--- src/rtl/dog_writer.sv ---
// dog_writer: streams two Gaussian BRAMs through a 2-cycle read pipeline and
// writes their signed per-pixel difference into a DoG BRAM.
module dog_writer #(
  parameter  int BIT_DEPTH = 8,
  parameter  int DIMENSION = 4,
  localparam int N         = DIMENSION * DIMENSION,
  localparam int AW        = $clog2(N)
) (
  input  logic                 clk,
  input  logic                 rst_in,
  input  logic                 enable,
  output logic [AW-1:0]        first_address,
  input  logic [BIT_DEPTH-1:0] first_data,
  output logic [AW-1:0]        second_address,
  input  logic [BIT_DEPTH-1:0] second_data,
  output logic [AW-1:0]        dog_address,
  output logic [BIT_DEPTH:0]   dog_data,
  output logic                 dog_we,
  output logic                 busy,
  output logic                 done
);
  typedef enum logic [1:0] {IDLE, READ, DRAIN} state_t;
  state_t                r_state, w_next;
  logic [AW-1:0]         r_addr, w_addr_n, r_a0, r_a1, r_waddr;
  logic [1:0]            r_v;
  logic [BIT_DEPTH:0]    r_wdata;
  logic                  r_we, r_done, w_last;
  assign w_last = r_addr == AW'(N - 1);
  always_ff @(posedge clk or negedge rst_in)
    if (!rst_in) r_state <= IDLE;
    else         r_state <= w_next;
  // DRAIN ends once the last read has left the second pipeline stage
  always_comb begin
    w_next   = r_state;
    w_addr_n = '0;
    if (r_state == IDLE) w_next = enable ? READ : IDLE;
    if (r_state == READ) begin
      w_next   = w_last ? DRAIN : READ;
      w_addr_n = w_last ? r_addr : r_addr + AW'(1);
    end
    if (r_state == DRAIN) begin
      w_next   = r_v[1] ? DRAIN : IDLE;
      w_addr_n = r_addr;
    end
  end
  always_ff @(posedge clk or negedge rst_in)
    if (!rst_in) begin
      r_addr  <= '0;
      r_v     <= '0;
      r_a0    <= '0;
      r_a1    <= '0;
      r_we    <= 1'b0;
      r_waddr <= '0;
      r_wdata <= '0;
      r_done  <= 1'b0;
    end else begin
      r_addr  <= w_addr_n;
      r_v     <= {r_v[0], r_state == READ};
      r_a0    <= r_addr;
      r_a1    <= r_a0;
      r_we    <= r_v[1];
      r_waddr <= r_a1;
      r_wdata <= {1'b0, first_data} - {1'b0, second_data};
      r_done  <= r_state == DRAIN && w_next == IDLE;
    end
  assign first_address  = r_addr;
  assign second_address = r_addr;
  assign dog_address    = r_waddr;
  assign dog_data       = r_wdata;
  assign dog_we         = r_we;
  assign busy           = r_state != IDLE;
  assign done           = r_done;
endmodule

--- config.mk ---
export PLATFORM = sky130hd
export DESIGN_NAME = dog_writer
export DESIGN_NICKNAME = d
export VERILOG_FILES = /design/src/rtl/dog_writer.sv
export SDC_FILE = /design/constraint.sdc
export NUM_CORES = 1
export LEC_CHECK = 0
export CAP_MARGIN = 0
export CORE_MARGIN = 5
export CORE_UTILIZATION = 42
export CTS_BUF_LIST = sky130_fd_sc_hd__clkbuf_2 sky130_fd_sc_hd__clkbuf_4 sky130_fd_sc_hd__clkbuf_8
export CTS_CLUSTER_SIZE = 20
export DETAILED_ROUTE_END_ITERATION = 8
export GPL_ROUTABILITY_DRIVEN = 0
export PLACE_DENSITY = 0.77
export SETUP_SLACK_MARGIN = 0.2
export SYNTH_ARGS = -nofsm -noshare
export SYNTH_HDL_FRONTEND = slang
export SYNTH_SLANG_ARGS = --single-unit
--- constraint.sdc ---
create_clock -name clk -period 1.1 [get_ports clk]
set_input_delay 0.165 -clock clk [delete_from_list [all_inputs] [get_ports clk]]
set_output_delay 0.165 -clock clk [all_outputs]
set_load 0.05 [all_outputs]
==> results.txt <==
The number of nets in the final layout was 225; the largest stage delay on the critical path was 0.40 ns. The checks that failed: negative setup slack. The count of cells along the worst register-to-register path came out at 5. IR analysis of the VDD net gives a maximum drop of 0.00193 V. The initial antenna violation count came out at 0.

The tools report the global routing usage summed across all routing layers as 23.9%. The worst setup path is captured at a flop. The worst path uses 121% of the clock period. STA puts the critical path data required time at 1.32 ns. The initial utilization of the core area, before any placement, comes to 43.5%.

After detailed routing, the met3 layer carries 256 um of wire. The count of buffers from port buffering is 42. Fill cells in the final layout number 135. Setup repair after global routing could not meet its margin everywhere. Counting buffers and inverters, the worst setup path is 9 cells deep. The longest clock path from root to sink contains 2 buffers. The tools report the count of final max-slew check failures as 0. In this run, synthesis produced a sequential element count of 31. The flow ran to the end, but the final reports show violations. For the floorplan die area, the log shows 4350 um^2. The mean instance size in the synthesized netlist is 11.8 um^2, and the minimum setup slack in the final design is -0.232 ns.

The library cell with the highest instance count after synthesis was sky130_fd_sc_hd__dfrtp_1. The tools report the number of global-route vias before repair as 1380. Entering global routing, the biggest net connects 32 pins.

The first global-routing pass estimated 7.42 mm of wire. After legalization and detailed placement, the total HPWL measured 2.52 mm. For the pin with the worst max-slew slack, the measured transition is 0.246 ns. The floorplan row count is 20. In this run the horizontal extent of the chip is 66.0 um. After synthesis, the largest area contributor takes up 58.9% of total cell area.

The mapped cell area came out at 1320 um^2. The worst register-to-register path ends at first_address[0]. After detailed routing, the average wire length per cell comes to 20.0 um. For the max capacitance violation total, the log shows 0. The signal on the critical path passes through buf_8 -> inv_8 -> ha_4 -> fa_2 -> nor2b_4 -> o21ai_2 -> a21boi_2 -> o31a_1 -> a21oi_2. Ranked by instance count, the synthesized netlist is headed by 31 x sky130_fd_sc_hd__dfrtp_1, 17 x sky130_fd_sc_hd__inv_1, 9 x sky130_fd_sc_hd__ha_1.

The tree built by TritonCTS fans out to 31 sinks. The Yosys step of the flow raised 0 warnings. The most critical setup path has its startpoint at first_data[0].

The detailed router used layers up to and including met4. The cell count after synthesis came out at 112. In this run the remaining antenna-violating nets after routing total 0. For the worst-skew pair, the clock arrives at the later sink with an insertion delay of 0.33 ns. The critical path class was in -> reg. The worst setup path is launched from a primary input. The worst register-to-register path begins at first_address[0]. For this design the top-level I/O count stands at 43. Along the worst path, the maximum fanout reaches 3. For this run, the leading register cell type out of synthesis is sky130_fd_sc_hd__dfrtp_1.

Data arrives at the worst endpoint at 1.55 ns. The count of flip-flops with a built-in enable after synthesis is 0. Among all stages on the critical path, the largest delay is contributed by sky130_fd_sc_hd__fa_2. Capturing element of the worst setup path: dog_data[6].

Counting both buffers and inverters, the worst setup path holds a total of 2. The number of placed instances, taps included, is 212. Leaving out filler cells and counting taps, the final layout contains 241. The kind of cell with the highest combined delay along the critical path is compound AO/OA/AOI/OAI gates.

For the worst relative slew slack, the log shows 83.5%. The final layout contains routed wiring with a total length of 4.83 mm. Summed over all layers, the global routing overflow is 0. When the netlist entered floorplanning its net count stood at 141. Summed over all instances, the cell type with the most area after synthesis is sky130_fd_sc_hd__dfrtp_1. The total power came out at 7.07 mW.

The run gives 2 as the total number of H-tree levels. Sorting the synthesized cells by area gives the leading types as sky130_fd_sc_hd__dfrtp_1 59%, sky130_fd_sc_hd__ha_1 8.6%, sky130_fd_sc_hd__inv_1 4.8%, sky130_fd_sc_hd__xnor2_1 3.3%, sky130_fd_sc_hd__buf_4 2.3%. The post-route netlist has 61.9% of its cells at a drive strength greater than 1. The post-route DRC violation count was 0. Counting I/O delays and the setup requirement, the final critical path takes 1.33 ns. For this block, the initial DRC count from the detailed router was 66. For this run, asynchronously set or reset flops after synthesis account for 100%.

The setup check on the worst reg-to-reg path leaves a slack of -0.22 ns. Dividing the detail-routed via count by the number of cells gives 5.06. The root buffer selected by CTS is sky130_fd_sc_hd__clkbuf_4.

The detailed router put a total of 1.67 mm of wire on met1. The routed layout has 1219 vias. The share of the core filled with cells came out at 87.9%. The tools report the met2 wirelength from detailed routing as 2.67 mm. The classification of the worst-slack hold path is in -> reg. Sequential cells were found to cover 58.9% of the synthesized design area.

The clock transition at the register clock pins on the worst setup and hold paths after CTS is 0.11 ns, and the core outline area is 3030 um^2. Relative to the synthesized area, the layout overhead comes to 102%. The count of hold buffers inserted by post-cts repair came out at 0. For the count of final setup violators, the log shows 19. The number of buffers created by CTS came out at 5. The analysis attributes to cell leakage a power of 1.24 nW. Derived from the worst setup path, the maximum achievable clock frequency is 0.751 GHz. In this run the power density over the cells is 2660 nW/um^2. The repair_antennas step left the layout with diodes totalling 0. The number of failing hold endpoints at the final stage was 0. Clock skew on the completed layout was measured at 0.0106 ns.

Number of iterations in the first detailed-routing pass: 4. In this run the vertical extent of the chip is 66.0 um. TritonCTS built the clock tree. The number of different library cells used by synthesis comes to 29.
-- flip-flops by register name, summed over array words and instances, names as in the netlist --
signal / count
first_address: 4
r_a0: 4
dog_data: 9
r_a1: 4
r_v: 2
dog_we: 1
dog_address: 4
done: 1
r_state: 2
-- tightest hold or removal path: stages --
cell                    delay (ns)
sky130_fd_sc_hd__buf_6        0.08
sky130_fd_sc_hd__ha_4         0.11
sky130_fd_sc_hd__inv_1        0.04
-- cells by family after synthesis --
logic type | after synthesis | share of synthesized area (%)
simple gates | 21 | 7.98
flops | 31 | 58.9
compound gates | 23 | 11.8
buf+inv | 21 | 7.13
fa+ha+maj | 10 | 10.1
mux | 1 | 0.760
xor+xnor | 5 | 3.33
-- report_power, final --
group | internal [mW] | switching [mW] | leakage, nW
registers | 1.57 | 0.276 | 0.364
logic | 2.10 | 2.18 | 0.823
clock network | 0.537 | 0.404 | 0.0482
-- cell usage in the layout (no fill, tap or decap), types with 2 or more instances in the layout --
master                            count
sky130_fd_sc_hd__a21boi_2             2
sky130_fd_sc_hd__buf_6               19
sky130_fd_sc_hd__o21a_1               3
sky130_fd_sc_hd__o22ai_1              2
sky130_fd_sc_hd__dfrtp_1             27
sky130_fd_sc_hd__o21ai_1              2
sky130_fd_sc_hd__buf_2                2
sky130_fd_sc_hd__nand3_4              2
sky130_fd_sc_hd__clkdlybuf4s50_1      4
sky130_fd_sc_hd__dfrtp_4              4
sky130_fd_sc_hd__buf_8                2
sky130_fd_sc_hd__xnor2_1              4
sky130_fd_sc_hd__a21oi_2              3
sky130_fd_sc_hd__ha_4                 7
sky130_fd_sc_hd__nor2b_4              2
sky130_fd_sc_hd__nor2_1               3
sky130_fd_sc_hd__nand2_1              5
sky130_fd_sc_hd__clkbuf_4             5
sky130_fd_sc_hd__dlygate4sd2_1        8
sky130_fd_sc_hd__buf_12              24
sky130_fd_sc_hd__nor2_2               3
sky130_fd_sc_hd__buf_4               21
sky130_fd_sc_hd__inv_1                8
sky130_fd_sc_hd__o21ai_2              5
sky130_fd_sc_hd__inv_2                7
-- repair_timing --
item                                   in CTS  in global routing
endpoints found under the hold margin       0                  0
cloned                                      0                  0
pin swaps                                  26                 13
setup endpoints to repair                  38                 41
gates resized for setup                    75                 14
buffers inserted                           15                  6
-- per-layer routing --
metal | up-vias | GRT usage [%]
met1 | 610 | 24.4
met2 | 56 | 44.8
li1 | 532 | -
met4 | 0 | 11.7
met5 | - | 0
met3 | 21 | 5.95
-- worst min-delay path by stage --
stage | from | endpoint | slack [ns] | cells past startpoint
after floorplan | rst_in | dog_address[0] | -0.13 | 0
after detailed placement | r_a1[1] | dog_address[1] | 0.33 | 0
final | second_data[0] | dog_data[0] | 0.09 | 3
after global routing | second_data[0] | dog_data[0] | 0.08 | 3
after CTS | second_data[0] | dog_data[0] | 0.07 | 3
after global placement | r_a1[0] | dog_address[0] | 0.33 | 0
-- stage by stage --
stage / worst slack [ns] / area, um^2 / hold WS [ns] / TNS, ns
finish: -0.232 / 2660 / 0.0888 / -3.38
global placement: -0.914 / 2210 / 0.331 / -5.64
detailed placement: -1.02 / 2210 / 0.335 / -6.40
global route: -0.283 / 2660 / 0.0814 / -4.09
floorplan: -0.289 / 1420 / -0.131 / -1.30
CTS: -0.220 / 2570 / 0.0650 / -2.74
-- final cells by class --
cell class	count	area (um^2)	share of cell area, %
inverters	17	73.8	2.77
well taps	44	55.1	2.07
flip-flops and latches	31	791	29.7
multi-input cells	60	642	24.1
repair buffers	81	1010	38.1
clock buffers	6	51.3	1.93
clock inverters	2	35.0	1.32
No activity file was read; power rests on OpenSTA's default activity.
